[src/rtl/mem_responder.sv]
// mem_responder: 256x8 RAM with memory-mapped status/input/output registers and a program loader.
// The CPU port is only live in RUN with load_en low; every output is registered.
module mem_responder #(
    parameter logic [7:0] IO_STAT_ADDR = 8'hFD,
    parameter logic [7:0] IO_IN_ADDR   = 8'hFE,
    parameter logic [7:0] IO_OUT_ADDR  = 8'hFF
) (
    input  logic       clk,
    input  logic       rst,
    input  logic [7:0] cpu_addr,
    input  logic [7:0] cpu_wdata,
    input  logic       cpu_we,
    output logic [7:0] cpu_rdata,
    input  logic [7:0] io_in_data,
    input  logic       io_in_valid,
    output logic       io_in_ready,
    output logic [7:0] io_out_data,
    output logic       io_out_valid,
    input  logic       load_en,
    input  logic [7:0] load_data,
    input  logic       load_valid,
    output logic [7:0] load_addr
);
    typedef enum logic {RUN, LOAD} state_t;
    state_t     state_q, state_d;
    logic [7:0] mem [256];
    logic [7:0] rdata_q, rdata_d, out_data_q, out_data_d, hold_q, hold_d, load_addr_q, load_addr_d;
    logic       out_valid_q, out_valid_d, full_q, full_d;
    logic       cpu_act, is_io, capture, rd_clr, ld_wr, mem_we;
    logic [7:0] mem_addr, mem_wdata;
    always_comb begin
        state_d     = load_en ? LOAD : RUN;
        cpu_act     = (state_q == RUN) && !load_en;
        is_io       = (cpu_addr == IO_STAT_ADDR) || (cpu_addr == IO_IN_ADDR) || (cpu_addr == IO_OUT_ADDR);
        ld_wr       = (state_q == LOAD) && load_valid;
        // capture only happens when empty, so it never collides with a meaningful read-clear
        capture     = io_in_valid && !full_q;
        rd_clr      = cpu_act && !cpu_we && (cpu_addr == IO_IN_ADDR);
        full_d      = capture ? 1'b1 : rd_clr ? 1'b0 : full_q;
        hold_d      = capture ? io_in_data : hold_q;
        out_valid_d = cpu_act && cpu_we && (cpu_addr == IO_OUT_ADDR);
        out_data_d  = out_valid_d ? cpu_wdata : out_data_q;
        load_addr_d = ld_wr ? load_addr_q + 8'd1 : ((state_q == RUN) && load_en) ? 8'h00 : load_addr_q;
        mem_we      = ld_wr || (cpu_act && cpu_we && !is_io);
        mem_addr    = (state_q == LOAD) ? load_addr_q : cpu_addr;
        mem_wdata   = (state_q == LOAD) ? load_data : cpu_wdata;
        rdata_d     = !cpu_act ? 8'h00
                    : cpu_we ? ((is_io && cpu_addr != IO_OUT_ADDR) ? 8'h00 : cpu_wdata)
                    : (cpu_addr == IO_STAT_ADDR) ? {7'b0, full_q}
                    : (cpu_addr == IO_IN_ADDR) ? hold_q
                    : (cpu_addr == IO_OUT_ADDR) ? out_data_q
                    : mem[cpu_addr];
    end
    always_ff @(posedge clk) begin
        if (rst) begin
            state_q     <= RUN;
            rdata_q     <= 8'h00;
            out_data_q  <= 8'h00;
            out_valid_q <= 1'b0;
            full_q      <= 1'b0;
            hold_q      <= 8'h00;
            load_addr_q <= 8'h00;
        end else begin
            state_q     <= state_d;
            rdata_q     <= rdata_d;
            out_data_q  <= out_data_d;
            out_valid_q <= out_valid_d;
            full_q      <= full_d;
            hold_q      <= hold_d;
            load_addr_q <= load_addr_d;
        end
    end
    always_ff @(posedge clk) begin
        if (!rst && mem_we)
            mem[mem_addr] <= mem_wdata;
    end
    assign cpu_rdata    = rdata_q;
    assign io_in_ready  = !full_q;
    assign io_out_data  = out_data_q;
    assign io_out_valid = out_valid_q;
    assign load_addr    = load_addr_q;
endmodule

[config.mk]
export PLATFORM = sky130hd
export DESIGN_NAME = mem_responder
export DESIGN_NICKNAME = d
export VERILOG_FILES = /design/src/rtl/mem_responder.sv
export SDC_FILE = /design/constraint.sdc
export NUM_CORES = 2
export LEC_CHECK = 0
export BUFFER_PORTS_ARGS = -buffer_cell sky130_fd_sc_hd__buf_2
export CORE_UTILIZATION = 28
export CTS_BUF_LIST = sky130_fd_sc_hd__clkbuf_2
export CTS_CLUSTER_DIAMETER = 80
export DETAILED_ROUTE_END_ITERATION = 16
export GPL_TIMING_DRIVEN = 0
export PLACE_DENSITY_LB_ADDON = 0.25
export SETUP_SLACK_MARGIN = 0.02
export SKIP_CTS_REPAIR_TIMING = 1
export SLEW_MARGIN = 30
export SYNTH_ARGS = -nofsm -noshare
export SYNTH_HDL_FRONTEND = slang
export SYNTH_SLANG_ARGS = --single-unit
[constraint.sdc]
create_clock -name clk -period 16.4 [get_ports clk]
set_input_delay 1.64 -clock clk [delete_from_list [all_inputs] [get_ports clk]]
set_output_delay 1.64 -clock clk [all_outputs]
set_load 0.1 [all_outputs]
==> reports/metrics.yaml <==
outcome: "complete, no violations"
cts_made_buffers: 550
ant_nets: 0
synth_area_leaders: "edfxtp_1 (75%), mux4_2 (13%), mux2i_1 (1.6%), nor2_1 (1.5%), a22oi_1 (1.1%)"
vias: 50100
ios: 64
p_per_area_nw_per_um2: 113
syn_to_final_growth_pct: 15.9
finalSetupViolCount: 0
final_common_cell: "edfxtp_1"
cts-root-buf: "clkbuf_2"
grt_usage_pct: 25.6
ys_ff_latch: 2083
grt_first_pass_wirelength_um: 486000
cts_tree: "done"
rr_worst_depth: 8
max-vdd-ir-drop_v: 0.0000594
cp-start-kind: "input port"
maxCapViolCount: 0
fin_crit_sh_pct: 33.5
path_class: "in -> reg"
synth_top_flop_cell: "edfxtp_1"
slew_violations: 0
grt_max_degree: 103
period_needed_ns: 5.50
power_mw: 10.7
placeableCoreArea_sq_um: 289000
synth_top_area_share_pct: 75.4
timing.slew.headroom_pct: 21.8
arrival_ns: 6.83
synth_edf_count: 2048
whs_path_depth: 3
clkLatencyLatePin_ns: 1.93
multi_input_area_sq_um: 18200
post-synth-top-area-cell: "edfxtp_1"
clockBufferDepth: 4
cts_sinks: 2083
die_w_um: 542
htreeDepth: 6
syn_nets: 4039
cts.clk_slew.worst_paths_ns: 0.10
synth_area_sq_um: 81600
wl_um: 382000
final_nets: 4741
gp_congestion: 1.07
ys_types: 73
regArea_sq_um: 62200
rsz0062_at_grt: "false"
timing.fmax_mhz: 182
die_area_sq_um: 293000
synth_warnings: 0
netlist_instances: 4000
fillers: 28100
antenna_found_initial: 40
worst_setup_path_end_kind: "flop"
wl_per_cell_um: 42.6
skew_ns: 0.178
worstMarginPinSlew_ns: 1.17
initial_utilization_pct: 28.2
dr.pass1.iters: 7
hold_viol_final: 0
io_buffers: 60
place_hpwl_um: 256000
num_rows: 197
worstPathRequired_ns: 17.73
place_inst: 8030
synth.avg_cell_area_sq_um: 20.4
reg2reg_from: "state_q"
viasPerCell: 5.58
path_max_fanout: 10
die_h_um: 542
holdCritStartpoint: "io_in_data[3]"
async_flop_share_pct: 0
drt_iter0_drc: 8322
startpoint: "cpu_addr[1]"
drcViolationCount: 0
fin_cells: 8970
leakage_nw: 30.1
grt_pass1_vias: 47700
layout_common_cells: "edfxtp_1 (2,048), clkbuf_2 (817), mux4_2 (462), nor2_1 (230), buf_2 (144)"
drive_gt1_share_pct: 36.2
hp-class: "in -> reg"
grt_overflow: 0
ys_seq_area_share_pct: 76.3
final timing paths:
check                end  slack (ns)
max          mem[136][3]       10.90
min            hold_q[3]        0.11
max reg2reg  mem[183][1]       11.87
min reg2reg    hold_q[6]        0.48
metal layers:
metal	wire, um	vias to the layer above	part of all wire, %	track usage, %
li1	-	18400	-	-
met1	141000	26900	37	32.1
met2	167000	3920	44	38.0
met3	45800	867	12	8.26
met4	27400	10	7.2	16.4
met5	63	-	0.016	0
stage by stage:
step	utilization [%]	setup slack (ns)	hold slack [ns]	area [sq um]	TNS, ns
5_1_grt	32.7	11.11	0.0692	94500	0
6_report	32.7	10.90	0.113	94500	0
4_1_cts	32.7	11.22	-0.0685	94400	0
3_3_place_gp	30.0	-12.10	0.449	86700	-5854.37
3_5_place_dp	31.0	9.34	0.463	89500	0
2_1_floorplan	-	2.62	0.433	81600	0
where the power goes:
| part | switching (mW) | leakage (nW) | internal (mW) | total, mW |
|---|---|---|---|---|
| logic | 0.738 | 7.77 | 0.255 | 0.993 |
| clock network | 2.27 | 3.67 | 1.51 | 3.78 |
| registers | 0.00431 | 18.7 | 5.88 | 5.89 |
| total | 3.01 | 30.1 | 7.65 | 10.7 |
flip-flops by register name, indices dropped and copies added, names as in the netlist:
name and flops:
cpu_rdata 8, full_q 1, hold_q 8, io_out_data 8
io_out_valid 1, load_addr 8, mem 2048, state_q 1
area by class of cell:
cell class                 count  area share, %
clock buffer                 762           4.03
multi-input combinational   1658           19.3
timing repair buffer         150           2.69
tap                         3880           5.14
inverter                      17         0.0675
clock inverter               136           1.11
buffer                       242           1.77
sequential                  2083           65.8
antenna                       42          0.111
kinds of logic after synthesis:
family                     synth area share, %
and+or+nand+nor                           3.20
DFF                                       76.3
AOI/OAI and AO/OA                         3.82
adders and majority gates               0.0153
muxes                                     14.7
buffers and inverters                     1.99
worst max-delay path, stage by stage:
cell	delay, ns
buf_2	0.18
buf_4	0.41
buf_4	0.53
buf_2	0.68
buf_2	0.78
or3_1	0.23
o31ai_2	0.12
nand2_1	0.63
buf_2	0.97
nor2_1	0.49
synth_stat cells, types with 15 or more instances:
| cell | number |
|---|---|
| edfxtp_1 | 2048 |
| mux4_2 | 462 |
| nor2_1 | 329 |
| mux2i_1 | 132 |
| a22oi_1 | 119 |
| nand2_1 | 118 |
| buf_2 | 81 |
| a21oi_1 | 78 |
| clkbuf_1 | 77 |
| o21ai_0 | 50 |
| buf_6 | 38 |
| dfxtp_1 | 35 |
| a221oi_1 | 32 |
| nand3_1 | 29 |
| nor3_1 | 26 |
| mux2_2 | 25 |
| a22o_1 | 23 |
| buf_4 | 22 |
| o22ai_1 | 19 |
| nor2b_1 | 18 |
| a211oi_1 | 16 |
| a31oi_1 | 16 |
| inv_1 | 15 |
| nand2b_1 | 15 |
(Power assumes the default switching activity.)
